`src/rtl/hazard_forward_unit_pkg.sv`:
```
// hazard_forward_unit_pkg
//   Shared types for the hazard / forwarding unit:
//     REG_ADDR_W    - register address width used by the shadow slots
//     fwd_sel_t     - EX operand select code (register file, MEM/WB, EX/MEM)
//     shadow_slot_t - tracked pipeline slot {valid, rd, regwrite, memread}
//     fwd_pick()    - operand select from EX/MEM and MEM/WB hit flags
package hazard_forward_unit_pkg;

   localparam int unsigned REG_ADDR_W = 5;

   typedef enum logic [1:0] {
      FWD_RF    = 2'b00,
      FWD_MEMWB = 2'b01,
      FWD_EXMEM = 2'b10
   } fwd_sel_t;

   typedef struct packed {
      logic                  valid;
      logic [REG_ADDR_W-1:0] rd;
      logic                  regwrite;
      logic                  memread;
   } shadow_slot_t;

   // The younger producer (EX/MEM) holds the newer value, so it wins.
   function automatic fwd_sel_t fwd_pick(input logic exmem_hit, input logic memwb_hit);
      fwd_sel_t sel;
      if (exmem_hit) begin
         sel = FWD_EXMEM;
      end else if (memwb_hit) begin
         sel = FWD_MEMWB;
      end else begin
         sel = FWD_RF;
      end
      return sel;
   endfunction

endpackage

```
`src/rtl/hazard_forward_unit_match.sv`:
```
// hazard_match
//   Decides whether one tracked pipeline slot produces the value that one
//   source operand of the ID instruction needs.
//   Ports:
//     slot_valid, slot_regwrite - slot holds a real instruction that writes rd
//     slot_rd                   - destination register of the slot
//     src_addr, src_used        - source address and whether it is really read
//     match                     - slot result must be used for this source
module hazard_match #(
   parameter int unsigned ADDR_W = 5
) (
   input  logic              slot_valid,
   input  logic              slot_regwrite,
   input  logic [ADDR_W-1:0] slot_rd,
   input  logic [ADDR_W-1:0] src_addr,
   input  logic              src_used,
   output logic              match
);

   // x0 is hard-wired to zero, so a write to it never creates a dependency.
   assign match = slot_valid && slot_regwrite && (slot_rd != '0) &&
                  (slot_rd == src_addr) && src_used;

endmodule

```
`src/rtl/hazard_forward_unit.sv`:
```
// hazard_forward_unit
//   Load-use stall detection and EX operand forwarding for a 5-stage pipeline.
//   Keeps EX and MEM shadow slots of the instructions ahead of ID and
//   registers the forward select codes that the ID instruction will use in EX.
//   Ports:
//     clk, reset        - clock, synchronous active-high reset
//     hold              - global freeze; no internal state advances
//     ex_flush          - taken branch in EX, kills the ID instruction
//     id_*              - decoded fields of the instruction in ID
//     forward_a/b       - registered operand select for the EX instruction
//     stall             - load-use stall (combinational)
//     pc_write          - PC may update
//     if_id_write       - IF/ID may update
//     id_ex_bubble      - ID/EX loads a NOP this cycle
//     stall_count       - saturating stall-cycle counter (HAZ_STALL_CNT_EN only)
//   Optional feature macro: HAZ_STALL_CNT_EN.
//   REG_ADDR_W overrides must track hazard_forward_unit_pkg::REG_ADDR_W,
//   which sizes the shadow-slot rd field.
module hazard_forward_unit
   import hazard_forward_unit_pkg::*;
#(
   parameter int unsigned REG_ADDR_W = hazard_forward_unit_pkg::REG_ADDR_W,
   parameter int unsigned CNT_W      = 16
) (
   input  logic                  clk,
   input  logic                  reset,
   input  logic                  hold,
   input  logic                  ex_flush,
   input  logic                  id_valid,
   input  logic [REG_ADDR_W-1:0] id_rs1,
   input  logic [REG_ADDR_W-1:0] id_rs2,
   input  logic                  id_uses_rs1,
   input  logic                  id_uses_rs2,
   input  logic [REG_ADDR_W-1:0] id_rd,
   input  logic                  id_regwrite,
   input  logic                  id_memread,
   output logic [1:0]            forward_a,
   output logic [1:0]            forward_b,
   output logic                  stall,
   output logic                  pc_write,
   output logic                  if_id_write,
   output logic                  id_ex_bubble
`ifdef HAZ_STALL_CNT_EN
   ,
   output logic [CNT_W-1:0]      stall_count
`endif
);

   shadow_slot_t ex_q, ex_d;
   shadow_slot_t mem_q, mem_d;
   fwd_sel_t     fwd_a_q, fwd_a_d;
   fwd_sel_t     fwd_b_q, fwd_b_d;

   logic ex_rs1_hit, ex_rs2_hit;
   logic mem_rs1_hit, mem_rs2_hit;
   logic bubble_req;

   hazard_match #(.ADDR_W(REG_ADDR_W)) u_match_ex_rs1 (
      .slot_valid    (ex_q.valid),
      .slot_regwrite (ex_q.regwrite),
      .slot_rd       (ex_q.rd),
      .src_addr      (id_rs1),
      .src_used      (id_uses_rs1),
      .match         (ex_rs1_hit)
   );

   hazard_match #(.ADDR_W(REG_ADDR_W)) u_match_ex_rs2 (
      .slot_valid    (ex_q.valid),
      .slot_regwrite (ex_q.regwrite),
      .slot_rd       (ex_q.rd),
      .src_addr      (id_rs2),
      .src_used      (id_uses_rs2),
      .match         (ex_rs2_hit)
   );

   hazard_match #(.ADDR_W(REG_ADDR_W)) u_match_mem_rs1 (
      .slot_valid    (mem_q.valid),
      .slot_regwrite (mem_q.regwrite),
      .slot_rd       (mem_q.rd),
      .src_addr      (id_rs1),
      .src_used      (id_uses_rs1),
      .match         (mem_rs1_hit)
   );

   hazard_match #(.ADDR_W(REG_ADDR_W)) u_match_mem_rs2 (
      .slot_valid    (mem_q.valid),
      .slot_regwrite (mem_q.regwrite),
      .slot_rd       (mem_q.rd),
      .src_addr      (id_rs2),
      .src_used      (id_uses_rs2),
      .match         (mem_rs2_hit)
   );

   // A load in EX has no data until MEM, so a consumer in ID must wait once.
   // A flush kills the consumer anyway, so it suppresses the stall.
   assign stall = id_valid && !ex_flush && ex_q.memread && (ex_rs1_hit || ex_rs2_hit);

   assign bubble_req   = stall || ex_flush;
   assign pc_write     = !(stall || hold);
   assign if_id_write  = !(stall || hold);
   assign id_ex_bubble = bubble_req && !hold;

   assign forward_a = fwd_a_q;
   assign forward_b = fwd_b_q;

   always_comb begin
      ex_d    = ex_q;
      mem_d   = mem_q;
      fwd_a_d = fwd_a_q;
      fwd_b_d = fwd_b_q;
      if (!hold) begin
         mem_d = ex_q;
         if (bubble_req) begin
            ex_d    = '0;
            fwd_a_d = FWD_RF;
            fwd_b_d = FWD_RF;
         end else begin
            ex_d.valid    = id_valid;
            ex_d.rd       = id_rd;
            ex_d.regwrite = id_regwrite;
            ex_d.memread  = id_memread;
            fwd_a_d       = fwd_pick(ex_rs1_hit, mem_rs1_hit);
            fwd_b_d       = fwd_pick(ex_rs2_hit, mem_rs2_hit);
         end
      end
   end

   always_ff @(posedge clk) begin
      if (reset) begin
         ex_q    <= '0;
         mem_q   <= '0;
         fwd_a_q <= FWD_RF;
         fwd_b_q <= FWD_RF;
      end else begin
         ex_q    <= ex_d;
         mem_q   <= mem_d;
         fwd_a_q <= fwd_a_d;
         fwd_b_q <= fwd_b_d;
      end
   end

   // Whether the MEM instruction was a load no longer matters for hazards.
   logic unused_mem_memread;
   assign unused_mem_memread = mem_q.memread;

`ifdef HAZ_STALL_CNT_EN
   logic [CNT_W-1:0] stall_count_q, stall_count_d;

   always_comb begin
      stall_count_d = stall_count_q;
      if (!hold && stall && (stall_count_q != '1)) begin
         stall_count_d = stall_count_q + 1'b1;
      end
   end

   always_ff @(posedge clk) begin
      if (reset) begin
         stall_count_q <= '0;
      end else begin
         stall_count_q <= stall_count_d;
      end
   end

   assign stall_count = stall_count_q;
`else
   logic [CNT_W-1:0] unused_cnt_w;
   assign unused_cnt_w = '0;
`endif

endmodule
```
`config.mk`:
```
export PLATFORM = sky130hd
export DESIGN_NAME = hazard_forward_unit
export DESIGN_NICKNAME = d
export VERILOG_FILES = /design/src/rtl/hazard_forward_unit_pkg.sv /design/src/rtl/hazard_forward_unit_match.sv /design/src/rtl/hazard_forward_unit.sv
export SDC_FILE = /design/constraint.sdc
export NUM_CORES = 1
export LEC_CHECK = 0
export CAP_MARGIN = 15
export CORE_ASPECT_RATIO = 0.75
export CORE_MARGIN = 4
export CORE_UTILIZATION = 45
export DETAILED_ROUTE_END_ITERATION = 8
export PLACE_DENSITY_LB_ADDON = 0.12
export RECOVER_POWER = 50
export SETUP_SLACK_MARGIN = 0.15
export SYNTH_ARGS = -nofsm -noshare
export SYNTH_HDL_FRONTEND = slang
export SYNTH_SLANG_ARGS = --single-unit
```
`constraint.sdc`:
```
create_clock -name clk -period 2.1 [get_ports clk]
set_input_delay 0.42 -clock clk [delete_from_list [all_inputs] [get_ports clk]]
set_output_delay 0.42 -clock clk [all_outputs]
set_load 0.03 [all_outputs]
```
==> impl_results.md, run 1 <==
* Post-synth ARST share at 0
* Hold Slack at a little under 500 ps
* Met1 Track Usage GR at 0.2476
* Busiest metal layer after global routing: met2
* Worst path arrival time at 2000 ps
* Worst slack, placed at -783.6 ps
* Drt pass-1 iters at 4
* Num Clock Sinks at 19
* Mux contribution to synthesized area at 0.06780
* Drt wl/cell at 14.98 um
* Final core utilization at 0.7893
* Crit. End Element: primary output
* Top cell type's share of synthesized area at 0.3680
* Min-delay src: forward_b[0]$_SDFFE_PP0N_
* Reg2reg path depth at 7
* Largest net degree at the start of global routing at 22
* Synth Area in Simple Gates at 0.2094
* Synth area leaders: dfxtp_1, xor2_1, mux2i_1, a22oi_1, nor2_1
* Status: finished with violations
* Met3 Usage GRT at 0.05455
* Final Routed Wirelength at 2.922 mm
* Starting density of the core at 0.4958
* Cell Int Power at 0.5358 mW
* Syn nets at around 140
* Routed vias/inst at approximately 5.4
* Combinational share of power at 0.222
* Clk_lat worst skew at 310 ps
* CTS tree: built
* DP HPWL at roughly 2.3 mm
* Post-DRT Antenna Nets at 0
* Final setup violating endpoints at 4
* Yosys warnings at 0
* Routability cong. at 0.8351
* Met2 Use GR at 0.3172
* ANT cells at 0
* Largest family of logic cells by synthesized area: simple AND/OR/NAND/NOR gates
* Final Hold Viols at 0
* Xor/xnor share of the synthesized area at 0.1695
* Share of cells above drive strength 1 at 0.2924
* Via total after detailed routing at 1056
* Non-Filler Instances at slightly below 200
* Cells after DPL at roughly 190
* H-tree lvl count at 1
* Worst slew pin tran at 339.3 ps
* Max_cap viols at 0
* RSZ-0062 raised after global routing: true
* Top FF cell, synth: dfxtp_1
* Gr ovfl total at 0
* # DRC at 0
* Die area at roughly 3100 um^2
* R2R Setup Slk at 240 ps
* Gate Count Post-Synth at 111
* CP Launch Type: primary input
* 1st-iter DRT viols at 48
* Area growth from synthesis to layout at 59.20%
* Time the worst path needs with I/O delays and setup at 2416 ps
* Die width at 63.34 um
* Sequential Power Share at 0.504
* Die height at 49.51 um
* Hold endpoint: forward_b[0]$_SDFFE_PP0N_
* Area of the core at ~2100 um^2
* IO Pins at 32
* Nets at 196
* Hold Path Depth at 1
* Max transition margin at 0.7731
* Gr usage total at 0.1894
* Initial antenna violation count at 0
* Skew final at ~11 ps
* Worst setup margin at -315.8 ps
* Vias in the first global route at 1056
* Switch share at 0.2872
* Tcrit/Tclk final at 1.150
* Clk root buf: clkbuf_4
* TritonCTS Buffers at 3
* CP required at 1680 ps
* Sequential share of the synthesized area at 0.3680
* Fmax at approximately 410 MHz
* Synth cell types at 34
* Pwr dens at around 460 nW/um^2
* Max IR drop VDD at 0.4105 mV
* Number of hold buffers added after cts at 0
* Cell taking the most area after synthesis: dfxtp_1
* Clock Path Buffers at 2
* TNS Setup at -897.1 ps
* Post-Syn Area at 1033 um^2
* Hold Path Class: reg -> reg
* Crit Path Class: in -> out
* Reg-to-Reg Start: ex_q[2]$_SDFFE_PP0N_
* First-pass GRT wire length at 4.698 mm
* # rows at 14
* Clock network fraction of design power at 0.273
* Port Buffers at 31
* Failing checks: setup timing
* Final Max Tran Viols at 0
* Yosys reg bits at 19
* Post-Synth Adder-Cell Area at 0
* Worst flop-to-flop path endpoint: ex_q[7]$_SDFFE_PP0N_
* Crit-path max FO at 2
* Clk slew on worst S/H paths at 130 ps
* P_leak at 0.7309 nW
* P_sw at 0.2159 mW
* Post-Synthesis Mean Instance Area at 9.311 um^2
* Synth Area in Compound Gates at 0.1550
* Number of synthesized flops with an enable pin at 0
## synthesized netlist by cell type, types with 2 or more instances
cell / n
nor2b_1: 2
a21oi_1: 2
nor2_1: 13
a22oi_1: 7
mux2i_1: 7
dfxtp_1: 19
nor4_1: 2
xnor2_1: 5
nand2_1: 4
clkbuf_1: 2
xor2_1: 15
nand4_1: 2
nor3_1: 9
nand3_1: 2
## cell type report
| cell class | instances | area (um^2) |
|---|---|---|
| Fill cell | 146 | 439.2 |
| Clock inverter | 1 | 7.507 |
| Clock buffer | 3 | 22.52 |
| Sequential cell | 19 | 382.9 |
| Tap cell | 24 | 30.03 |
| Timing Repair Buffer | 61 | 538.0 |
| Multi-Input combinational cell | 85 | 654.4 |
| Inverter | 2 | 10.01 |
## routing by layer
layer	wire length (um)	part of all wire	vias up
li1	-	-	525
met1	1382	0.47	482
met2	1335	0.46	41
met3	187	0.064	8
met4	17	0.0058	0
met5	0	0	-
## cells in the final DEF, fill, tap and decap left out, types with 3 or more instances in the layout
cell and count:
xor2_1 14, buf_4 27, nor2_1 12, nand2_1 4
clkdlybuf4s50_1 16, dfxtp_1 17, dlygate4sd3_1 3, dlygate4sd2_1 8
mux2i_1 7, nor3_1 9, clkbuf_4 4, buf_6 6
a22oi_1 7, xnor2_1 5
## cells by family (layout without fill, tap and decap cells)
kind of cell | Yosys count | count (layout)
DFF | 19 | 19
muxes | 7 | 7
buffers and inverters | 7 | 67
and+or+nand+nor | 40 | 40
xor gates and xnor gates | 20 | 20
AOI/OAI and AO/OA | 18 | 18
## worst max path at each step
stage                   endpoint  slack [ps]  cells past startpoint            startpoint
floorplan               pc_write          40                      7             id_rs1[0]
global placement     if_id_write        -760                      8             id_rs1[0]
detailed placement   if_id_write        -780                      8             id_rs1[0]
CTS                 id_ex_bubble        -300                      7  ex_q[5]$_SDFFE_PP0N_
global route        id_ex_bubble        -390                      7  ex_q[2]$_SDFFE_PP0N_
finish              id_ex_bubble        -320                      8             id_rs1[0]
## critical path, cell delays in order
cell and delay, ps:
dlygate4sd2_1 260, xor2_1 150, nor4_2 340, and3b_4 260
o2111ai_4 130, buf_6 170, a21oi_4 110, buf_6 140
## sequential cells by signal, summed over array words and instances, names as in the netlist
| name | count |
|---|---|
| ex_q | 8 |
| mem_q | 7 |
| forward_a | 2 |
| forward_b | 2 |
## stage by stage
step                area (um^2)  power [mW]
floorplan                  1051      0.4567
global placement           1562      0.5489
detailed placement         1562      0.5523
CTS                        1624      0.7485
global route               1645      0.7800
finish                     1645      0.7517
## timing repair
| action | 4_1_cts | 5_1_grt |
|---|---|---|
| endpoints found under the hold margin | 0 | 0 |
| gates resized for setup | 28 | 3 |
| setup endpoints to repair | 4 | 5 |
| pin swaps | 6 | 4 |
| setup buffers | 3 | 0 |
## power groups by stage
stage               logic, mW  clock network (mW)  registers (mW)
global route            0.180               0.220           0.380
CTS                     0.164               0.206           0.379
detailed placement      0.166                   0           0.386
finish                  0.167               0.206           0.379
global placement        0.163                   0           0.386
floorplan              0.0714                   0           0.385
Note: power is estimated with default switching activity, not from simulation.
==> run 2: changes to the inputs <==
--- a/config.mk
+++ b/config.mk
@@ -12,6 +12,7 @@
 export DETAILED_ROUTE_END_ITERATION = 8
 export PLACE_DENSITY_LB_ADDON = 0.12
 export RECOVER_POWER = 50
+export REMOVE_ABC_BUFFERS = 1
 export SETUP_SLACK_MARGIN = 0.15
 export SYNTH_ARGS = -nofsm -noshare
 export SYNTH_HDL_FRONTEND = slang
==> run 2 against run 1 <==
Compared with the run above:
- the run still ends with setup timing left
- via count grew 2.7%
- maximum frequency grew 0.32%
- clock-buffer cell count is the same
- worst hold slack gained 4.7 ps
- die area is the same
- register-to-register slack lost 20 ps
- critical path type is now reg -> out
- largest cell class unchanged
==> impl_results.md, run 2 (synthesized netlist as in run 1, its figures left out) <==
* Status: finished with violations (unchanged)
* Failing checks: setup timing (unchanged)
* Share of cells above drive strength 1 at 0.3543 (was 0.2924)
* CP most frequent cell: buf_6 (unchanged)
* Clk slew on worst S/H paths at 120 ps (was 130 ps)
* Worst setup margin at -308.1 ps (was -315.8 ps)
* CP bufs+invs at 2 (was 3)
* Filler cell count at 130 (was 146)
* Non-Filler Instances at 199 (was 195)
* Largest Register: ex_q (unchanged)
* Starting density of the core at 0.4958 (unchanged)
* Commonest non-fill, non-tap cell in the layout: buf_4 (unchanged)
* Final Max Tran Viols at 0 (unchanged)
* Via total after detailed routing at 1084 (was 1056)
* Commonest cells after routing, fill and taps aside: buf_4, clkdlybuf4s50_1, dfxtp_1 (was buf_4, dfxtp_1, clkdlybuf4s50_1)
* TritonCTS Buffers at 3 (unchanged)
* Routability cong. at 0.8820 (was 0.8351)
* Final Routed Wirelength at 3.247 mm (was 2.922 mm)
* # rows at 14 (unchanged)
* First-pass GRT wire length at 4.926 mm (was 4.698 mm)
* Cell Int Power at 0.5398 mW (was 0.5358 mW)
* P_leak at 0.7552 nW (was 0.7309 nW)
* Area of the core at 2085 um^2 (unchanged)
* Pwr dens at 438.2 nW/um^2 (was 456.9 nW/um^2)
* Clock Path Buffers at 2 (unchanged)
* Tcrit/Tclk final at 1.147 (was 1.150)
* Largest net degree at the start of global routing at 23 (was 22)
* Number of hold buffers added after cts at 0 (unchanged)
* Crit. End Element: primary output (unchanged)
* Post-DRT Antenna Nets at 0 (unchanged)
* Drt pass-1 iters at 4 (unchanged)
* Drt wl/cell at 16.32 um (was 14.98 um)
* ANT cells at 0 (unchanged)
* # DRC at 0 (unchanged)
* Gr ovfl total at 0 (unchanged)
* Worst slew pin tran at 367.7 ps (was 339.3 ps)
* Num Clock Sinks at 19 (unchanged)
* CP required at 1680 ps (about the same)
* Nets at 200 (was 196)
* Max reg flops at 8 (unchanged)
* CP Launch Type: flip-flop (was primary input)
* Final Hold Viols at 0 (unchanged)
* Clk_lat worst skew at 300 ps (was 310 ps)
* Crit Path Class: reg -> out (was in -> out)
* Max transition margin at 0.7526 (was 0.7731)
* Area growth from synthesis to layout at 65.01% (was 59.20%)
* Crit path max-delay cell type: dfxtp_1 (was nor4_2)
* H-tree lvl count at 1 (unchanged)
* Worst path arrival time at 1990 ps (was 2000 ps)
* Time the worst path needs with I/O delays and setup at 2408 ps (was 2416 ps)
* Clk root buf: clkbuf_4 (unchanged)
* 1st-iter DRT viols at 65 (was 48)
* Skew final at 4.790 ps (was 10.63 ps)
* Vias in the first global route at 1048 (was 1056)
* Final setup violating endpoints at 4 (unchanged)
* Fmax at 415.3 MHz (was 413.9 MHz)
* Die area at 3135 um^2 (unchanged)
* Hold Path Class: reg -> reg (unchanged)
* Crit-path max FO at 2 (unchanged)
* DP HPWL at 2.264 mm (was 2.349 mm)
* Crit path cell chain: xor2_1 -> nor4_2 -> and3b_4 -> o2111ai_4 -> buf_6 -> a21oi_2 -> buf_6 (was dlygate4sd2_1 -> xor2_1 -> nor4_2 -> and3b_4 -> o2111ai_4 -> buf_6 -> a21oi_4 -> buf_6)
* Die width at 63.34 um (unchanged)
* IO Pins at 32 (unchanged)
* Max_cap viols at 0 (unchanged)
* Die height at 49.51 um (unchanged)
* TNS Setup at -840.8 ps (was -897.1 ps)
* Routed vias/inst at 5.447 (was 5.415)
* Max IR drop VDD at 0.5132 mV (was 0.4105 mV)
* Cell family with most CP delay: simple AND/OR/NAND/NOR gates (unchanged)
* RSZ-0062 raised after global routing: true (unchanged)
* Initial antenna violation count at 0 (unchanged)
* Sequential Power Share at 0.507 (was 0.504)
* Combinational share of power at 0.235 (was 0.222)
* Switch share at 0.2777 (was 0.2872)
* CTS tree: built (unchanged)
* P_sw at 0.2075 mW (was 0.2159 mW)
* Clock network fraction of design power at 0.258 (was 0.273)
* Crit path largest cell delay at 340 ps (about the same)
* Biggest regs: ex_q (8), mem_q (7) (unchanged)
* Gr usage total at 0.2047 (was 0.1894)
* Port Buffers at 31 (unchanged)
* Cells after DPL at 189 (was 188)
run 2: through the flow:
step                      setup WS, ps    util  hold WS (ps)  power (mW)  cell area, um^2
after floorplan                 -295.1       -         455.7      0.4425             1010
after global placement          -743.3  0.7461         445.2      0.5479             1555
after detailed placement        -780.0  0.7461         468.8      0.5517             1555
after CTS                       -269.1  0.7983         494.6      0.7431             1664
after global routing            -386.2  0.8181         511.6      0.7836             1705
final                           -308.1  0.8181         490.3      0.7473             1705
run 2: routing by layer:
layer	up-vias	share of wire	global-route usage
met5	-	0	0
met4	0	0.0089	0.04659
met3	6	0.074	0.07500
met2	38	0.48	0.3380
met1	513	0.44	0.2545
li1	527	-	-
run 2: final cells by class:
class	instances	area, um^2	area share
clock buffer	3	22.52	0.01321
multi-input combinational	85	676.9	0.3969
clock inverter	1	7.507	0.004402
tap	24	30.03	0.01761
inverter	2	7.507	0.004402
timing repair buffer	65	573.1	0.3360
sequential	19	387.9	0.2274
run 2: repair_timing:
item                                    4_1_cts  5_1_grt
pin swaps                                     7        5
gates cloned                                  0        0
gates resized for setup                      37        8
buffers inserted                              5        1
endpoints found under the setup margin        7       11
run 2: final timing paths:
path,from,endpoint,slack [ps],depth (start not counted)
setup / recovery,ex_q[5]$_SDFFE_PP0N_,id_ex_bubble,-310,7
hold / removal,forward_a[0]$_SDFFE_PP0N_,forward_a[0]$_SDFFE_PP0N_,490,2
setup reg to reg,ex_q[5]$_SDFFE_PP0N_,ex_q[7]$_SDFFE_PP0N_,220,7
hold reg to reg,forward_a[0]$_SDFFE_PP0N_,forward_a[0]$_SDFFE_PP0N_,490,2
run 2: power groups by stage:
stage               clock (mW)  sequential [mW]  combinational (mW)
floorplan                    0            0.385              0.0573
global placement             0            0.387               0.161
detailed placement           0            0.387               0.165
CTS                      0.195            0.378               0.169
global route             0.215            0.380               0.189
finish                   0.193            0.379               0.176
run 2: tightest hold or removal path: stages (launching register included):
cell	delay (ps)
dfxtp_1	340
nand2_1	70
o31ai_2	50
